## src/rtl/serial_subtractor.sv

```systemverilog
// Bit-serial WIDTH-bit subtractor D = X - Y, one full-subtractor step per clock, LSB first.
// Define SERIAL_SUB_OVF_EN to add the registered signed-overflow output V.
module serial_subtractor #(
    parameter int unsigned WIDTH = 4
) (
    input  logic             clk,
    input  logic             rst,
    input  logic             start,
    input  logic [WIDTH-1:0] X,
    input  logic [WIDTH-1:0] Y,
    output logic [WIDTH-1:0] D,
    output logic             Bo,
    output logic             busy,
    output logic             done
`ifdef SERIAL_SUB_OVF_EN
    ,
    output logic             V
`endif
);

    localparam int unsigned CW = (WIDTH > 1) ? $clog2(WIDTH) : 1;

    typedef enum logic [1:0] {
        IDLE  = 2'd0,
        SHIFT = 2'd1,
        DONE  = 2'd2
    } state_t;

    state_t           state;
    logic [WIDTH-1:0] xs;
    logic [WIDTH-1:0] ys;
    logic [WIDTH-1:0] r;
    logic             b;
    logic [CW-1:0]    cnt;

    logic             di_c;
    logic             b_next_c;
    logic [WIDTH-1:0] r_next_c;

`ifdef SERIAL_SUB_OVF_EN
    logic             xm;
    logic             ym;
`endif

    // Full-subtractor cell on the current LSBs; result bits enter r from the top.
    assign di_c     = xs[0] ^ ys[0] ^ b;
    assign b_next_c = (~xs[0] & ys[0]) | (~(xs[0] ^ ys[0]) & b);
    assign r_next_c = WIDTH'({di_c, r} >> 1);

    always_ff @(posedge clk or posedge rst) begin
        if (rst) begin
            state <= IDLE;
            xs    <= '0;
            ys    <= '0;
            r     <= '0;
            b     <= 1'b0;
            cnt   <= '0;
            D     <= '0;
            Bo    <= 1'b0;
            busy  <= 1'b0;
            done  <= 1'b0;
`ifdef SERIAL_SUB_OVF_EN
            xm    <= 1'b0;
            ym    <= 1'b0;
            V     <= 1'b0;
`endif
        end else begin
            case (state)
                IDLE, DONE: begin
                    done <= 1'b0;
                    if (start) begin
                        xs    <= X;
                        ys    <= Y;
                        b     <= 1'b0;
                        cnt   <= '0;
                        busy  <= 1'b1;
                        state <= SHIFT;
`ifdef SERIAL_SUB_OVF_EN
                        xm    <= X[WIDTH-1];
                        ym    <= Y[WIDTH-1];
`endif
                    end else begin
                        state <= IDLE;
                    end
                end
                SHIFT: begin
                    xs  <= xs >> 1;
                    ys  <= ys >> 1;
                    r   <= r_next_c;
                    b   <= b_next_c;
                    cnt <= CW'(cnt + 1'b1);
                    // Last bit: publish the full result in one shot.
                    if (cnt == CW'(WIDTH - 1)) begin
                        D     <= r_next_c;
                        Bo    <= b_next_c;
                        busy  <= 1'b0;
                        done  <= 1'b1;
                        state <= DONE;
`ifdef SERIAL_SUB_OVF_EN
                        V     <= (xm ^ ym) & (xm ^ di_c);
`endif
                    end
                end
                default: begin
                    busy  <= 1'b0;
                    done  <= 1'b0;
                    state <= IDLE;
                end
            endcase
        end
    end

endmodule

```

## config.mk

```make
export PLATFORM = sky130hd
export DESIGN_NAME = serial_subtractor
export DESIGN_NICKNAME = d
export VERILOG_FILES = /design/src/rtl/serial_subtractor.sv
export SDC_FILE = /design/constraint.sdc
export NUM_CORES = 1
export LEC_CHECK = 0
export CAP_MARGIN = 20
export CORE_MARGIN = 4
export CORE_UTILIZATION = 45
export CTS_CLUSTER_SIZE = 24
export DETAILED_ROUTE_END_ITERATION = 8
export PLACE_DENSITY = 0.82
export SLEW_MARGIN = 20
export SYNTH_ARGS = -nofsm -noshare
export SYNTH_HDL_FRONTEND = slang
export SYNTH_SLANG_ARGS = --single-unit
```

## constraint.sdc

```tcl
create_clock -name clk -period 1.2 [get_ports clk]
set_input_delay 0.18 -clock clk [delete_from_list [all_inputs] [get_ports clk]]
set_output_delay 0.18 -clock clk [all_outputs]
set_load 0.02 [all_outputs]
```

==> flow_summary.json, run 1 <==
{
  "routabilityCongestion": 0.785,
  "syn_area_um2": 1010,
  "crit_fanout": 2,
  "arrival_ns": 1.48,
  "crit_type": "reg -> reg",
  "grt_max_degree": 23,
  "worstSetupStartpointType": "flip-flop",
  "yosysWarnings": 0,
  "detail-route-antenna-nets": 0,
  "rsz0062_at_grt": "yes",
  "min_path_type": "in -> async",
  "clk_pin_slew_ns": 0.12,
  "status": "finished, violations left",
  "fmax_ghz": 0.775,
  "cts_made_buffers": 3,
  "grt-ovfl-total": 0,
  "skew_ns": 0.00916,
  "utilization": 0.699,
  "clock-sinks": 22,
  "drive_gt1_frac": 0.403,
  "clockRootBuffer": "clkbuf_4",
  "synth_seq_cells": 22,
  "num_rows": 16,
  "dr.pass1.iters": 4,
  "diodes": 0,
  "ctsLongestPathBuffers": 2,
  "p_leak_nw": 0.711,
  "violations": "negative setup slack",
  "avgSynthCellArea_um2": 11.2,
  "pin_count": 18,
  "yosys.area.top_type": "dfrtp_1",
  "drc": 0,
  "crit_path_end_kind": "flip-flop",
  "cp.required_ns": 1.39,
  "cap_violations": 0,
  "synthDistinctLibCells": 27,
  "grt_pass1_vias": 828,
  "synth_top_area_frac": 0.543,
  "synth-edff-count": 0,
  "final_hold_viol_count": 0,
  "relSlewSlack": 0.815,
  "layout_common_cells": "22 x buf_4, 21 x dfrtp_1, 13 x nand2_1, 10 x clkdlybuf4s50_1, 6 x nor2_1",
  "dieHeight_um": 55.5,
  "async_flop_share": 1.00,
  "grt.total_usage": 0.147,
  "dp_cells": 142,
  "dieArea_um2": 3080,
  "antenna_found_initial": 0,
  "yosysSeqAreaShare": 0.543,
  "mostFrequentLayoutCell": "buf_4",
  "postSynthCellCount": 91,
  "final_nets": 143,
  "core_area_um2": 2040,
  "syn2layout_area_growth_pct": 40.6,
  "yosys_most_used_dff": "dfrtp_1",
  "setup_slack_ns": -0.0905,
  "fillers": 156,
  "wl_per_cell_um": 14.1,
  "setup_viol": 4,
  "insertion_delay_ns": 0.29,
  "cts_hold_buf": 0,
  "cts_tree": "built",
  "vias_per_cell": 5.16,
  "min_period_ns": 1.29,
  "grt_first_pass_wirelength_um": 3560,
  "worst_pin_slew_ns": 0.278,
  "yosys-top-cells-area": "dfrtp_1 54%, mux2_2 5.5%, nand2_1 4.8%",
  "dpl.hpwl_um": 1560,
  "drv_slew": 0,
  "vdd_drop_max_v": 0.00152,
  "dr_total_vias": 805,
  "period_share": 1.08,
  "synth_nets": 104,
  "htreeDepth": 1,
  "io_buffers": 17,
  "drt_iter0_drc": 18,
  "die_x_um": 55.5,
  "powerDensity_nw_per_um2": 2630,
  "drt_wl_total_um": 2210,
  "instances_no_fill": 156,
  "initial_core_util": 0.497
}
-- layout make-up --
| cell class | instances | area [µm²] | area share |
|---|---|---|---|
| Clock buffer | 4 | 26.3 | 0.0184 |
| Inverter | 4 | 15.0 | 0.0105 |
| Timing Repair Buffer | 40 | 330 | 0.232 |
| Multi-Input combinational cell | 59 | 469 | 0.329 |
| Tap cell | 27 | 33.8 | 0.0237 |
| Sequential cell | 22 | 552 | 0.387 |
-- report_power, final --
group	total [W]	switching, W	internal (W)
Combinational	0.00209	0.000945	0.00115
Clock	0.000329	0.000200	0.000129
Sequential	0.00134	0.000256	0.00108
-- routing by layer --
metal / global-route usage / wire, µm / up-vias
met5: 0 / 0 / -
met4: 0.0764 / 27 / 0
met3: 0.0233 / 86 / 4
met2: 0.258 / 1110 / 20
met1: 0.169 / 984 / 396
li1: - / - / 385
-- metrics by stage --
step / total power, W / instance area [µm²] / hold slack, ns / worst slack, ns / setup TNS, ns
detailed placement: 0.00310 / 1290 / 0.468 / -0.184 / -1.43
CTS: 0.00358 / 1380 / 0.200 / -0.0973 / -0.185
global route: 0.00402 / 1430 / 0.231 / -0.122 / -0.344
floorplan: 0.00242 / 1020 / 0.169 / -0.0405 / -0.107
finish: 0.00376 / 1430 / 0.203 / -0.0905 / -0.181
global placement: 0.00301 / 1290 / 0.458 / -0.108 / -0.714
-- registers in the layout (all words and copies together) (netlist names) --
signal and flops:
busy 1, state 1, b 1, D 4, cnt 2, done 1
r 3, xs 4, ys 4, Bo 1
-- final timing paths --
check                      startpoint  endpoint  slack, ns  depth (start not counted)
setup / recovery                ys[0]      D[3]      -0.09                          3
hold / removal                    rst      r[1]       0.20                          3
setup reg to reg                ys[0]      D[3]      -0.09                          3
hold reg to reg                    Bo        Bo       0.49                          2
max in group asynchronous         rst      done       0.76                          3
min in group clk                   Bo        Bo       0.49                          2
-- worst max-delay path: stages, from the launching register on --
cell,delay (ns)
dfrtp_1,0.42
inv_2,0.07
fa_2,0.44
mux2_4,0.27
-- synthesized netlist by cell type, types with 2 or more instances --
library cell / number
mux2_2: 5
dfrtp_1: 22
mux2i_1: 4
a22o_1: 3
nand2_1: 13
nor2_1: 6
inv_1: 4
o22ai_1: 3
buf_6: 2
buf_2: 3
nand3_1: 3
o21ai_0: 5
nor3_1: 3
nand2b_1: 2
-- cell families (layout without fill, tap and decap cells) --
family                   count (synthesis)  count (layout)  share of synthesized area
AND/OR/NAND/NOR                         33              33                      0.176
flip-flops                              22              22                      0.543
AO/OA/AOI/OAI                           15              15                     0.0986
buffers and inverters                   10              48                     0.0555
multiplexers                             9               9                     0.0949
adder cells (fa/ha/maj)                  2               2                     0.0321
-- repair_timing --
item,CTS,global route
endpoints found under the setup margin,19,17
endpoints found under the hold margin,0,0
buffers inserted,8,2
pin swaps,3,2
gates resized for setup,14,21
cloned,0,0
Power figures use the tool's default switching activity.
==> run 2, diff against run 1 <==
--- a/config.mk
+++ b/config.mk
@@ -8,8 +8,8 @@
 export CAP_MARGIN = 20
 export CORE_MARGIN = 4
-export CORE_UTILIZATION = 45
+export CORE_UTILIZATION = 54
 export CTS_CLUSTER_SIZE = 24
 export DETAILED_ROUTE_END_ITERATION = 8
-export PLACE_DENSITY = 0.82
+export PLACE_DENSITY = 0.91
 export SLEW_MARGIN = 20
 export SYNTH_ARGS = -nofsm -noshare
==> constraint.sdc (replaced) <==
create_clock -name clk -period 1.6 [get_ports clk]
set_input_delay 0.4 -clock clk [delete_from_list [all_inputs] [get_ports clk]]
set_output_delay 0.4 -clock clk [all_outputs]
set_load 0.02 [all_outputs]
==> flow_summary.json, run 2 (synthesized netlist as in run 1, its figures left out) <==
{
  "final_hold_viol_count": 0,
  "r2r_start": "state[0]",
  "cp-startpoint": "busy",
  "htreeDepth": 1,
  "clock-sinks": 22,
  "skew_ns": 0.00435,
  "rsz0062_at_grt": "no",
  "min_path_type": "in -> async",
  "instances_no_fill": 135,
  "ctsLongestPathBuffers": 2,
  "num_rows": 15,
  "grt.total_usage": 0.172,
  "power_w": 0.00238,
  "slowest_delay_ns": 0.42,
  "p_leak_nw": 0.614,
  "clk_pin_slew_ns": 0.12,
  "syn2layout_area_growth_pct": 21.5,
  "cp.required_ns": 1.20,
  "power.internal_w": 0.00145,
  "detail-route-antenna-nets": 0,
  "fillers": 136,
  "grt_pass1_vias": 749,
  "cts_tree": "built",
  "pin_count": 18,
  "worst_pin_slew_ns": 0.315,
  "layout_common_cells": "22 x dfrtp_1, 13 x nand2_1, 10 x clkdlybuf4s50_1, 7 x dlygate4sd2_1, 6 x nor2_1",
  "crit_path_end": "busy",
  "grt_max_degree": 23,
  "mostFrequentLayoutCell": "dfrtp_1",
  "p_sw_frac": 0.392,
  "seqPwrFrac": 0.414,
  "worst-path-stages": 1,
  "wl_per_cell_um": 14.8,
  "status": "completed",
  "io_buffers": 17,
  "worstSetupStartpointType": "flip-flop",
  "setup_viol": 0,
  "dp_cells": 131,
  "dieHeight_um": 51.4,
  "timing.rr.end": "ys[2]",
  "grt_first_pass_wirelength_um": 3260,
  "crit_chain": "dlygate4sd2_1",
  "vias_per_cell": 5.66,
  "multi_input_area_um2": 408,
  "crit_slowest_cell": "dfrtp_1",
  "pwr-share-clk": 0.129,
  "insertion_delay_ns": 0.31,
  "fmax_ghz": 0.685,
  "vdd_drop_max_v": 0.00120,
  "grt-ovfl-total": 0,
  "p_sw_w": 0.000933,
  "drt_wl_total_um": 2000,
  "cap_violations": 0,
  "cts_made_buffers": 3,
  "die_x_um": 51.4,
  "drive_gt1_frac": 0.155,
  "dieArea_um2": 2640,
  "setup_tns_ns": 0,
  "antenna_found_initial": 0,
  "relSlewSlack": 0.790,
  "clockRootBuffer": "clkbuf_4",
  "min_period_ns": 1.46,
  "initial_core_util": 0.581,
  "diodes": 0,
  "crit_type": "reg -> out",
  "dr_total_vias": 764,
  "ff2ff_setup_slack_ns": 0.25,
  "dpl.hpwl_um": 1470,
  "routabilityCongestion": 0.816,
  "final_nets": 124,
  "arrival_ns": 1.06,
  "drv_slew": 0,
  "powerDensity_nw_per_um2": 1930,
  "critPathBufInv": 1,
  "top_regs": "D x4, xs x4, ys x4",
  "drc": 0,
  "drt_iter0_drc": 17,
  "dr.pass1.iters": 4,
  "r2r_cells": 3,
  "comb_power_share": 0.457,
  "crit_fanout": 3,
  "crit_path_end_kind": "primary output",
  "regArea_um2": 551,
  "period_share": 0.912,
  "cp_top_family": "flip-flops",
  "core_area_um2": 1750,
  "post_cts_buffers": 0
}
[run 2: final cells by class]
type / count / share of cell area
sequential: 22 / 0.447
multi-input combinational: 59 / 0.331
timing repair buffer: 21 / 0.155
clock buffer: 4 / 0.0294
tap: 25 / 0.0254
inverter: 4 / 0.0122
[run 2: per-stage QoR]
step | instance area (µm²) | hold WS, ns | util | setup slack, ns
floorplan | 1010 | 0.389 | - | 0.252
global placement | 1200 | 0.461 | 0.690 | 0.0712
detailed placement | 1200 | 0.464 | 0.690 | 0.0219
CTS | 1230 | 0.419 | 0.706 | 0.140
global route | 1230 | 0.424 | 0.706 | 0.104
finish | 1230 | 0.405 | 0.706 | 0.141
[run 2: layer usage]
metal / routed length (µm) / share of wire / vias to the layer above / global-route usage
met5: 0 / 0 / - / 0
met4: 67 / 0.033 / 0 / 0.131
met3: 93 / 0.046 / 9 / 0.0321
met2: 1000 / 0.50 / 31 / 0.290
met1: 839 / 0.42 / 376 / 0.190
li1: - / - / 348 / -
[run 2: power by group through the flow]
stage                     clock, W  sequential, W  combinational (W)
after CTS                 0.000309       0.000984            0.00109
after global routing      0.000336        0.00102            0.00118
final                     0.000307       0.000984            0.00109
after floorplan                  0        0.00103           0.000777
after detailed placement         0       0.000996            0.00113
after global placement           0       0.000982            0.00106
[run 2: how the worst min path moves through the flow]
stage	depth (start not counted)	endpoint	slack, ns	start
2_1_floorplan	1	Bo	0.39	rst
3_3_place_gp	2	r[1]	0.46	r[1]
3_5_place_dp	2	r[1]	0.46	r[1]
4_1_cts	3	Bo	0.42	rst
5_1_grt	3	done	0.42	rst
6_report	3	cnt[0]	0.41	rst
[run 2: repair_timing]
action                     in CTS  in global routing
gates resized for setup         7                  0
setup endpoints to repair       7                  0
hold buffers                    0                  0
==> run 3, diff against run 2 <==
ABC_CLOCK_PERIOD_IN_PS = 1600   (was not set)
CORE_UTILIZATION = 50   (was 54)
PLACE_DENSITY = 0.85   (was 0.91)
==> flow_summary.json, run 3 (synthesized netlist as in run 1, its figures left out) <==
{
  "pin_count": 18,
  "min_period_ns": 1.44,
  "dpl.hpwl_um": 1400,
  "setup_viol": 0,
  "clockRootBuffer": "clkbuf_4",
  "critPathBufInv": 1,
  "fillers": 169,
  "cp.required_ns": 1.20,
  "regArea_um2": 551,
  "layout_common_cells": "22 x dfrtp_1, 13 x nand2_1, 10 x clkdlybuf4s50_1, 8 x buf_4, 7 x dlygate4sd2_1",
  "seqPwrFrac": 0.414,
  "insertion_delay_ns": 0.31,
  "power_w": 0.00238,
  "relSlewSlack": 0.815,
  "drive_gt1_frac": 0.184,
  "ff2ff_setup_slack_ns": 0.28,
  "core_area_um2": 1940,
  "crit_type": "reg -> out",
  "drt_iter0_drc": 6,
  "cts_made_buffers": 3,
  "grt-ovfl-total": 0,
  "p_sw_frac": 0.382,
  "die_x_um": 53.1,
  "cap_violations": 0,
  "power.internal_w": 0.00147,
  "dieArea_um2": 2810,
  "detail-route-antenna-nets": 0,
  "worstSetupStartpointType": "flip-flop",
  "pwr-share-clk": 0.131,
  "p_leak_nw": 0.634,
  "grt.total_usage": 0.162,
  "crit_chain": "dlygate4sd2_1",
  "crit_fanout": 3,
  "cts_tree": "built",
  "status": "completed",
  "cp_top_family": "flip-flops",
  "grt_pass1_vias": 749,
  "diodes": 0,
  "cp-startpoint": "busy",
  "period_share": 0.898,
  "drv_slew": 0,
  "initial_core_util": 0.523,
  "instances_no_fill": 141,
  "antenna_found_initial": 0,
  "powerDensity_nw_per_um2": 1880,
  "dr_total_vias": 732,
  "crit_path_end_kind": "primary output",
  "io_buffers": 17,
  "vias_per_cell": 5.19,
  "multi_input_area_um2": 408,
  "rsz0062_at_grt": "no",
  "dr.pass1.iters": 4,
  "crit_slowest_cell": "dfrtp_1",
  "drt_wl_total_um": 1910,
  "ctsLongestPathBuffers": 2,
  "comb_power_share": 0.455,
  "slowest_delay_ns": 0.41,
  "drc": 0,
  "dieHeight_um": 53.1,
  "wl_per_cell_um": 13.6,
  "r2r_start": "ys[0]",
  "dp_cells": 137,
  "top_regs": "D x4, xs x4, ys x4",
  "final_hold_viol_count": 0,
  "final_nets": 128,
  "clk_pin_slew_ns": 0.13,
  "skew_ns": 0.00939,
  "num_rows": 16,
  "grt_max_degree": 23,
  "grt_first_pass_wirelength_um": 3250,
  "p_sw_w": 0.000911,
  "htreeDepth": 1,
  "worst_pin_slew_ns": 0.277,
  "setup_tns_ns": 0,
  "min_path_type": "in -> async",
  "arrival_ns": 1.04,
  "routabilityCongestion": 0.763,
  "mostFrequentLayoutCell": "dfrtp_1",
  "clock-sinks": 22,
  "syn2layout_area_growth_pct": 24.7,
  "vdd_drop_max_v": 0.00112,
  "fmax_ghz": 0.696,
  "post_cts_buffers": 0
}
==> run 3: final cells by class <==
type | instances | area share
flip-flops and latches | 22 | 0.435
multi-input cells | 59 | 0.322
repair buffers | 25 | 0.175
clock buffers | 4 | 0.0287
well taps | 27 | 0.0267
inverters | 4 | 0.0119
==> run 3: path summary, 6_finish.rpt <==
kind,endpoint,depth (start not counted)
min in group clk,Bo,2
hold reg to reg,Bo,2
max in group asynchronous,busy,3
setup / recovery,busy,1
setup reg to reg,D[3],3
hold / removal,xs[1],3
==> run 3: repair_timing <==
item | CTS | global route
gates resized for setup | 7 | 0
hold buffers | 0 | 0
endpoints found under the setup margin | 7 | 0
==> run 3: stage by stage <==
stage / util / instance area (µm²) / hold WS, ns / setup WS [ns]
after floorplan: - / 1010 / 0.389 / 0.252
after global placement: 0.637 / 1240 / 0.457 / 0.0285
after detailed placement: 0.637 / 1240 / 0.475 / -0.00767
after CTS: 0.651 / 1260 / 0.421 / 0.149
after global routing: 0.651 / 1260 / 0.461 / 0.113
final: 0.651 / 1260 / 0.403 / 0.163
==> run 3: power by group through the flow <==
stage | clock network [W] | registers (W) | logic (W)
floorplan | 0 | 0.00103 | 0.000777
global placement | 0 | 0.000984 | 0.00110
detailed placement | 0 | 0.000999 | 0.00114
CTS | 0.000310 | 0.000985 | 0.00110
global route | 0.000341 | 0.00102 | 0.00120
finish | 0.000313 | 0.000986 | 0.00108
==> run 3: tightest hold or removal path, cell delays in order <==
cell and delay [ns]:
clkdlybuf4s50_1 0.40, inv_1 0.05, buf_4 0.27
==> run 3: per-layer routing <==
metal | vias up | share of wire | wire [µm] | GRT usage
li1 | 357 | - | - | -
met1 | 357 | 0.46 | 873 | 0.200
met2 | 14 | 0.49 | 943 | 0.279
met3 | 4 | 0.037 | 71 | 0.0254
met4 | 0 | 0.014 | 26 | 0.0638
met5 | - | 0 | 0 | 0
